File: src/rtl/voice_alloc_if.sv
// Event handshake between the MIDI parser (master) and the voice allocator (slave).
interface voice_alloc_if;
  logic       evt_valid;
  logic       evt_rdy;
  logic       evt_on;
  logic [6:0] evt_note;
  logic [6:0] evt_vel;

  modport master (output evt_valid, output evt_on, output evt_note, output evt_vel,
                  input evt_rdy);
  modport slave  (input evt_valid, input evt_on, input evt_note, input evt_vel,
                  output evt_rdy);
endinterface

File: src/rtl/voice_alloc.sv
// Four-voice polyphonic allocator: free voices first, then steal the oldest (rank 3).
// Each event is scanned one voice per cycle, then committed in a single cycle.
module voice_alloc #(
  parameter bit STEAL = 1'b1
) (
  input  logic          clk,
  input  logic          rst,
  input  logic          ce,
  input  logic          all_off,
  voice_alloc_if.slave  evt,
  output logic [6:0]    note_num_0,
  output logic [6:0]    note_num_1,
  output logic [6:0]    note_num_2,
  output logic [6:0]    note_num_3,
  output logic [6:0]    note_vel_0,
  output logic [6:0]    note_vel_1,
  output logic [6:0]    note_vel_2,
  output logic [6:0]    note_vel_3,
  output logic [3:0]    active
);

  localparam logic [1:0] IDLE   = 2'd0;
  localparam logic [1:0] SCAN   = 2'd1;
  localparam logic [1:0] COMMIT = 2'd2;

  logic [1:0] state;
  logic [1:0] idx;

  logic       ev_on;
  logic [6:0] ev_note;
  logic [6:0] ev_vel;

  logic       match_found;
  logic [1:0] match_idx;
  logic       free_found;
  logic [1:0] free_idx;
  logic [1:0] oldest_idx;

  logic [6:0] note [4];
  logic [6:0] vel  [4];
  logic [1:0] rank [4];
  logic [3:0] act;

  logic       tgt_valid;
  logic [1:0] tgt_idx;

  assign evt.evt_rdy = (state == IDLE);

  // Retrigger beats free voice, free voice beats stealing.
  always_comb begin
    tgt_valid = 1'b0;
    tgt_idx   = 2'd0;
    if (match_found) begin
      tgt_valid = 1'b1;
      tgt_idx   = match_idx;
    end else if (free_found) begin
      tgt_valid = 1'b1;
      tgt_idx   = free_idx;
    end else if (STEAL) begin
      tgt_valid = 1'b1;
      tgt_idx   = oldest_idx;
    end
  end

  always_ff @(posedge clk or posedge rst) begin
    if (rst) begin
      state       <= IDLE;
      idx         <= 2'd0;
      ev_on       <= 1'b0;
      ev_note     <= 7'd0;
      ev_vel      <= 7'd0;
      match_found <= 1'b0;
      match_idx   <= 2'd0;
      free_found  <= 1'b0;
      free_idx    <= 2'd0;
      oldest_idx  <= 2'd0;
      act         <= 4'd0;
      for (int v = 0; v < 4; v++) begin
        note[v] <= 7'd0;
        vel[v]  <= 7'd0;
        rank[v] <= 2'(v);
      end
    end else if (ce) begin
      if (all_off) begin
        state <= IDLE;
        act   <= 4'd0;
        for (int v = 0; v < 4; v++) begin
          vel[v] <= 7'd0;
        end
      end else begin
        case (state)
          IDLE: begin
            if (evt.evt_valid) begin
              // A note-on with zero velocity is a note-off in MIDI.
              ev_on       <= evt.evt_on && (evt.evt_vel != 7'd0);
              ev_note     <= evt.evt_note;
              ev_vel      <= evt.evt_vel;
              match_found <= 1'b0;
              free_found  <= 1'b0;
              idx         <= 2'd0;
              state       <= SCAN;
            end
          end
          SCAN: begin
            if (act[idx] && (note[idx] == ev_note) && !match_found) begin
              match_found <= 1'b1;
              match_idx   <= idx;
            end
            if (!act[idx] && !free_found) begin
              free_found <= 1'b1;
              free_idx   <= idx;
            end
            if (rank[idx] == 2'd3) begin
              oldest_idx <= idx;
            end
            if (idx == 2'd3) begin
              state <= COMMIT;
            end
            idx <= idx + 2'd1;
          end
          COMMIT: begin
            state <= IDLE;
            if (ev_on) begin
              if (tgt_valid) begin
                note[tgt_idx] <= ev_note;
                vel[tgt_idx]  <= ev_vel;
                act[tgt_idx]  <= 1'b1;
                for (int v = 0; v < 4; v++) begin
                  if (2'(v) == tgt_idx) begin
                    rank[v] <= 2'd0;
                  end else if (rank[v] < rank[tgt_idx]) begin
                    rank[v] <= rank[v] + 2'd1;
                  end
                end
              end
            end else if (match_found) begin
              // Pitch is left in place so the NCO does not jump during release.
              vel[match_idx] <= 7'd0;
              act[match_idx] <= 1'b0;
            end
          end
          default: state <= IDLE;
        endcase
      end
    end
  end

  assign note_num_0 = note[0];
  assign note_num_1 = note[1];
  assign note_num_2 = note[2];
  assign note_num_3 = note[3];
  assign note_vel_0 = vel[0];
  assign note_vel_1 = vel[1];
  assign note_vel_2 = vel[2];
  assign note_vel_3 = vel[3];
  assign active     = act;

endmodule

File: src/flat_wrapper.sv
// flat-port wrapper written by rule: the top's interface ports become plain ports
module voice_alloc_flat 
#(
  parameter bit STEAL = 1'b1
)
  (clk, rst, ce, all_off, note_num_0, note_num_1, note_num_2, note_num_3, note_vel_0, note_vel_1, note_vel_2, note_vel_3, active, evt_evt_valid, evt_evt_on, evt_evt_note, evt_evt_vel, evt_evt_rdy);
  voice_alloc_if evt_i ();
  input  logic clk;
  input  logic rst;
  input  logic ce;
  input  logic all_off;
  output logic [6:0] note_num_0;
  output logic [6:0] note_num_1;
  output logic [6:0] note_num_2;
  output logic [6:0] note_num_3;
  output logic [6:0] note_vel_0;
  output logic [6:0] note_vel_1;
  output logic [6:0] note_vel_2;
  output logic [6:0] note_vel_3;
  output logic [3:0] active;
  input wire logic [$bits(evt_i.evt_valid)-1:0] evt_evt_valid;
  input wire logic [$bits(evt_i.evt_on)-1:0] evt_evt_on;
  input wire logic [$bits(evt_i.evt_note)-1:0] evt_evt_note;
  input wire logic [$bits(evt_i.evt_vel)-1:0] evt_evt_vel;
  output wire logic [$bits(evt_i.evt_rdy)-1:0] evt_evt_rdy;
  assign evt_i.evt_valid = evt_evt_valid;
  assign evt_i.evt_on = evt_evt_on;
  assign evt_i.evt_note = evt_evt_note;
  assign evt_i.evt_vel = evt_evt_vel;
  assign evt_evt_rdy = evt_i.evt_rdy;
  voice_alloc #(.STEAL(STEAL)) u_core (.clk(clk), .rst(rst), .ce(ce), .all_off(all_off), .evt(evt_i), .note_num_0(note_num_0), .note_num_1(note_num_1), .note_num_2(note_num_2), .note_num_3(note_num_3), .note_vel_0(note_vel_0), .note_vel_1(note_vel_1), .note_vel_2(note_vel_2), .note_vel_3(note_vel_3), .active(active));
endmodule
File: config.mk
export PLATFORM = sky130hd
export DESIGN_NAME = voice_alloc_flat
export DESIGN_NICKNAME = d
export VERILOG_FILES = /design/src/rtl/voice_alloc_if.sv /design/src/rtl/voice_alloc.sv /design/src/flat_wrapper.sv
export SDC_FILE = /design/constraint.sdc
export NUM_CORES = 1
export LEC_CHECK = 0
export ABC_AREA = 0
export BUFFER_PORTS_ARGS = -buffer_cell sky130_fd_sc_hd__clkbuf_2
export CAP_MARGIN = 20
export CORE_MARGIN = 4
export CORE_UTILIZATION = 34
export DETAILED_ROUTE_END_ITERATION = 12
export GPL_ROUTABILITY_DRIVEN = 0
export GPL_TIMING_DRIVEN = 0
export HOLD_SLACK_MARGIN = 0.02
export PLACE_DENSITY = 0.6
export SLEW_MARGIN = 25
export SYNTH_ARGS = -nofsm -noshare
export SYNTH_HDL_FRONTEND = slang
export SYNTH_SLANG_ARGS = --single-unit
File: constraint.sdc
create_clock -name clk -period 6.8 [get_ports clk]
set_input_delay 1.7 -clock clk [delete_from_list [all_inputs] [get_ports clk]]
set_output_delay 1.7 -clock clk [all_outputs]
set_load 0.03 [all_outputs]
==> impl_metrics.csv <==
group,metric,value,unit
status,run_status,"finished clean",
grt,grt_pass1_vias,3337,
grt,grt_max_degree,50,
clocking,clk_path_buf_depth,2,
routing,first_iter_violations,153,
routing,routedWlPerCell,17.40,um
floorplan,core_area,0.01282,mm2
worst_setup_path,worst_path_max_delay_cell,"sky130_fd_sc_hd__buf_1",
layout,most-common-layout-cells,"sky130_fd_sc_hd__dfrtp_1 (91), sky130_fd_sc_hd__clkbuf_2 (79), sky130_fd_sc_hd__nor2_1 (47), sky130_fd_sc_hd__mux2_2 (47), sky130_fd_sc_hd__a22oi_1 (22)",
sta,tightest_slew,0.9440,ns
floorplan,dieWidth,123.3,um
sta,max-slew-margin-rel,36.72,%
sta,final.period_utilization,52.55,%
routing,route.antenna.remaining_nets,0,
layout,antenna_cells_inserted,0,
sta,rsz0062_at_grt,"false",
grt,gr-usage-all-layers,15.68,%
place,placed_cell_area,0.005161,mm2
clocking,post-cts-setup-buffers,0,
worst_setup_path,critPathRequiredTime,7.03,ns
synthesis,synthesis.area,0.004518,mm2
grt,overflow,0,
synthesis,synth_ff_type,"sky130_fd_sc_hd__dfrtp_1",
layout,layout.cells.most_common,"sky130_fd_sc_hd__dfrtp_1",
floorplan,die_height,123.3,um
layout,num-fill-cells,1277,
clocking,clock_tree.root_cell,"sky130_fd_sc_hd__clkbuf_16",
synthesis,synthesis.area_per_instance,11.92,um2
place,port_buffers,79,
power_and_ir_drop,total_leakage_power,2.612,nW
routing,drt-total-wl,11.26,mm
layout,regArea,0.002382,mm2
sta,finalWorstPathRequiredPeriod,3.573,ns
sta,report.final.setup_viol,0,
floorplan,io_pins,81,
synthesis,synth_async_sr_flop_share,100.0,%
clocking,clkTransAtPathRegs,0.06,ns
sta,timing.setup.tns,0,ns
clocking,cts_sinks,95,
layout,fin_util,42.47,%
floorplan,initial_utilization,35.23,%
sta,final-hold-violation-count,0,
routing,route.detailed.vias_per_inst,5.201,
flow_run,timing.max_cap.violations,0,
routing,dr_total_vias,3365,
synthesis,synth_enable_flop_cells,0,
worst_setup_path,critPathLaunchType,"primary input",
clocking,tritoncts,"yes",
synthesis,number_of_instances_in_the_synthesized_netlist,379,
clocking,cts_max_level,3,
sta,max_freq,279.9,MHz
worst_hold_path,hold_path.class,"flip-flop to flip-flop",
worst_setup_path,critPathTopFamily,"buffers and inverters",
worst_setup_path,worstPathBufferInverterCount,4,
synthesis,synthesis.yosys.warnings,0,
layout,synthesis_to_layout_area_growth,20.55,%
power_and_ir_drop,finalPower,1.576,mW
place,dp_hpwl,8.195,mm
grt,use_met2,24.57,%
clocking,hold_buffers,0,
routing,post_route_drc_violation_count,0,
clocking,clkLatencyLatePin,0.35,ns
power_and_ir_drop,power.ir.vdd_worst,110.8,uV
worst_setup_path,worst-setup-path-type,"primary input to flip-flop",
sta,timing.clock.skew,0.006082,ns
layout,finalInstanceArea,0.005446,mm2
worst_setup_path,timing.critical_path.cells,"clkbuf_1 > inv_1 > and3_1 > nand3b_1 > buf_2 > buf_1 > mux2_2",
sta,slew_violations,0,
layout,multiInputGateArea,0.002051,mm2
synthesis,synth_nets,404,
routing,drt_pass1_iterations,4,
clocking,post_cts_resized,0,
floorplan,fp.dieArea,0.01520,mm2
grt,first_pass_grt_wire_length,18.05,mm
power_and_ir_drop,power-per-cell-area,289.4,mW/mm2
grt,global_route.usage.met3,4.758,%
worst_setup_path,cp_slowest_stage_delay,0.56,ns
clocking,cts_made_buffers,9,
synthesis,synth.lib_cells_used.distinct,58,
worst_setup_path,cp.arrival,3.81,ns
grt,grt-busiest-layer,"met2",
synthesis,synth-seq-cells,95,
layout,post_route_cells_drive_above_1_share,35.58,%
layout,nets,495,
floorplan,row_count,41,
worst_setup_path,critical_path_peak_fanout,10,
worst_setup_path,critPathCaptureType,"flip-flop",
grt,grt_use_met1,20.69,%
grt,antenna_found_initial,0,
synthesis,synth_sequential_area_ratio,52.73,%
cells in the mapped netlist (3+ instances only):
library cell	n	share of area, %
sky130_fd_sc_hd__a211oi_1	5	0.83
sky130_fd_sc_hd__a22oi_1	22	3.7
sky130_fd_sc_hd__nand2_1	20	1.7
sky130_fd_sc_hd__o31ai_1	4	0.66
sky130_fd_sc_hd__dfrtp_1	91	50
sky130_fd_sc_hd__a21oi_1	8	0.89
sky130_fd_sc_hd__a21o_1	6	1.0
sky130_fd_sc_hd__mux2i_1	8	1.8
sky130_fd_sc_hd__a22o_1	8	1.6
sky130_fd_sc_hd__nor2b_1	8	1.1
sky130_fd_sc_hd__xor2_1	7	1.4
sky130_fd_sc_hd__mux2_2	47	12
sky130_fd_sc_hd__mux4_1	3	1.7
sky130_fd_sc_hd__a21boi_0	3	0.50
sky130_fd_sc_hd__nand2b_1	3	0.42
sky130_fd_sc_hd__o21ai_0	8	0.89
sky130_fd_sc_hd__nor2_1	47	3.9
sky130_fd_sc_hd__nor3_2	3	0.66
sky130_fd_sc_hd__inv_1	9	0.75
sky130_fd_sc_hd__nand3_1	4	0.44
sky130_fd_sc_hd__ha_1	5	1.4
sky130_fd_sc_hd__o2111ai_1	3	0.58
sky130_fd_sc_hd__xnor2_1	4	0.78
sky130_fd_sc_hd__clkbuf_1	4	0.33
sky130_fd_sc_hd__dfstp_2	4	2.3
path summary, 6_finish.rpt:
path,endpoint,start,slack (ns),cells after the start
worst max-delay path,u_core.ev_note[6],all_off,3.23,7
worst min-delay path,u_core.note_vel_3[3],u_core.note_vel_3[3],0.51,1
worst max register to register,u_core.rank[3],u_core.free_found,4.05,8
worst min register to register,u_core.note_vel_3[3],u_core.note_vel_3[3],0.51,1
max in group asynchronous,u_core.rank[1],rst,4.79,3
min in group asynchronous,u_core.note_vel_3[5],rst,1.37,2
power breakdown:
part | internal [mW] | leakage (nW) | total (mW) | switching [mW]
Combinational | 0.142 | 1.22 | 0.386 | 0.244
Clock | 0.269 | 0.135 | 0.483 | 0.214
Sequential | 0.632 | 1.26 | 0.708 | 0.0758
Total | 1.04 | 2.61 | 1.58 | 0.534
cells by family after synthesis:
logic type	after synthesis	synth area share, %
compound gates	86	14.21
xor+xnor	11	2.132
fa+ha+maj	5	1.385
buf+inv	19	1.883
flops	95	52.73
mux	62	16.89
simple gates	101	10.77
area by class of cell:
type / count / share of cell area, %
inverter: 9 / 0.7122
buffer: 10 / 0.9419
clock inverter: 4 / 0.5284
sequential: 95 / 43.74
clock buffer: 12 / 4.709
multi-input combinational: 265 / 37.65
timing repair buffer: 80 / 7.765
tap: 172 / 3.951
state kept, by name, indices dropped and copies added, names as in the netlist, 4 cells and up:
signal,flops
u_core.active,4
u_core.note_vel_1,7
u_core.note_vel_3,7
u_core.note_vel_2,7
u_core.ev_vel,7
u_core.rank,8
u_core.note_num_3,7
u_core.note_num_0,7
u_core.ev_note,7
u_core.note_vel_0,7
u_core.note_num_2,7
u_core.note_num_1,7
worst reg2reg max path, delay by kind of cell, from the launching register on:
family                     cells  cell delay, ns
AOI/OAI and AO/OA              3            0.76
and+or+nand+nor                1            0.37
buffers and inverters          1            0.14
muxes                          2            0.72
DFF                            1            0.43
adders and majority gates      1            0.26
metrics by stage:
stage                     hold slack [ns]  setup WS (ns)  cells
after CTS                          0.5102          3.220    647
after floorplan                    0.4800          2.630    379
after global routing               0.5273          3.045    647
final                              0.5087          3.227    647
after global placement             0.4926          1.547    630
after detailed placement           0.4948          2.854    631
per-layer routing:
metal  routed length (um)  vias to the layer above
met5                    0                        -
li1                     -                     1582
met4                  216                        0
met2                 5405                       63
met3                  541                       19
met1                 5092                     1701
(Power assumes the default switching activity.)
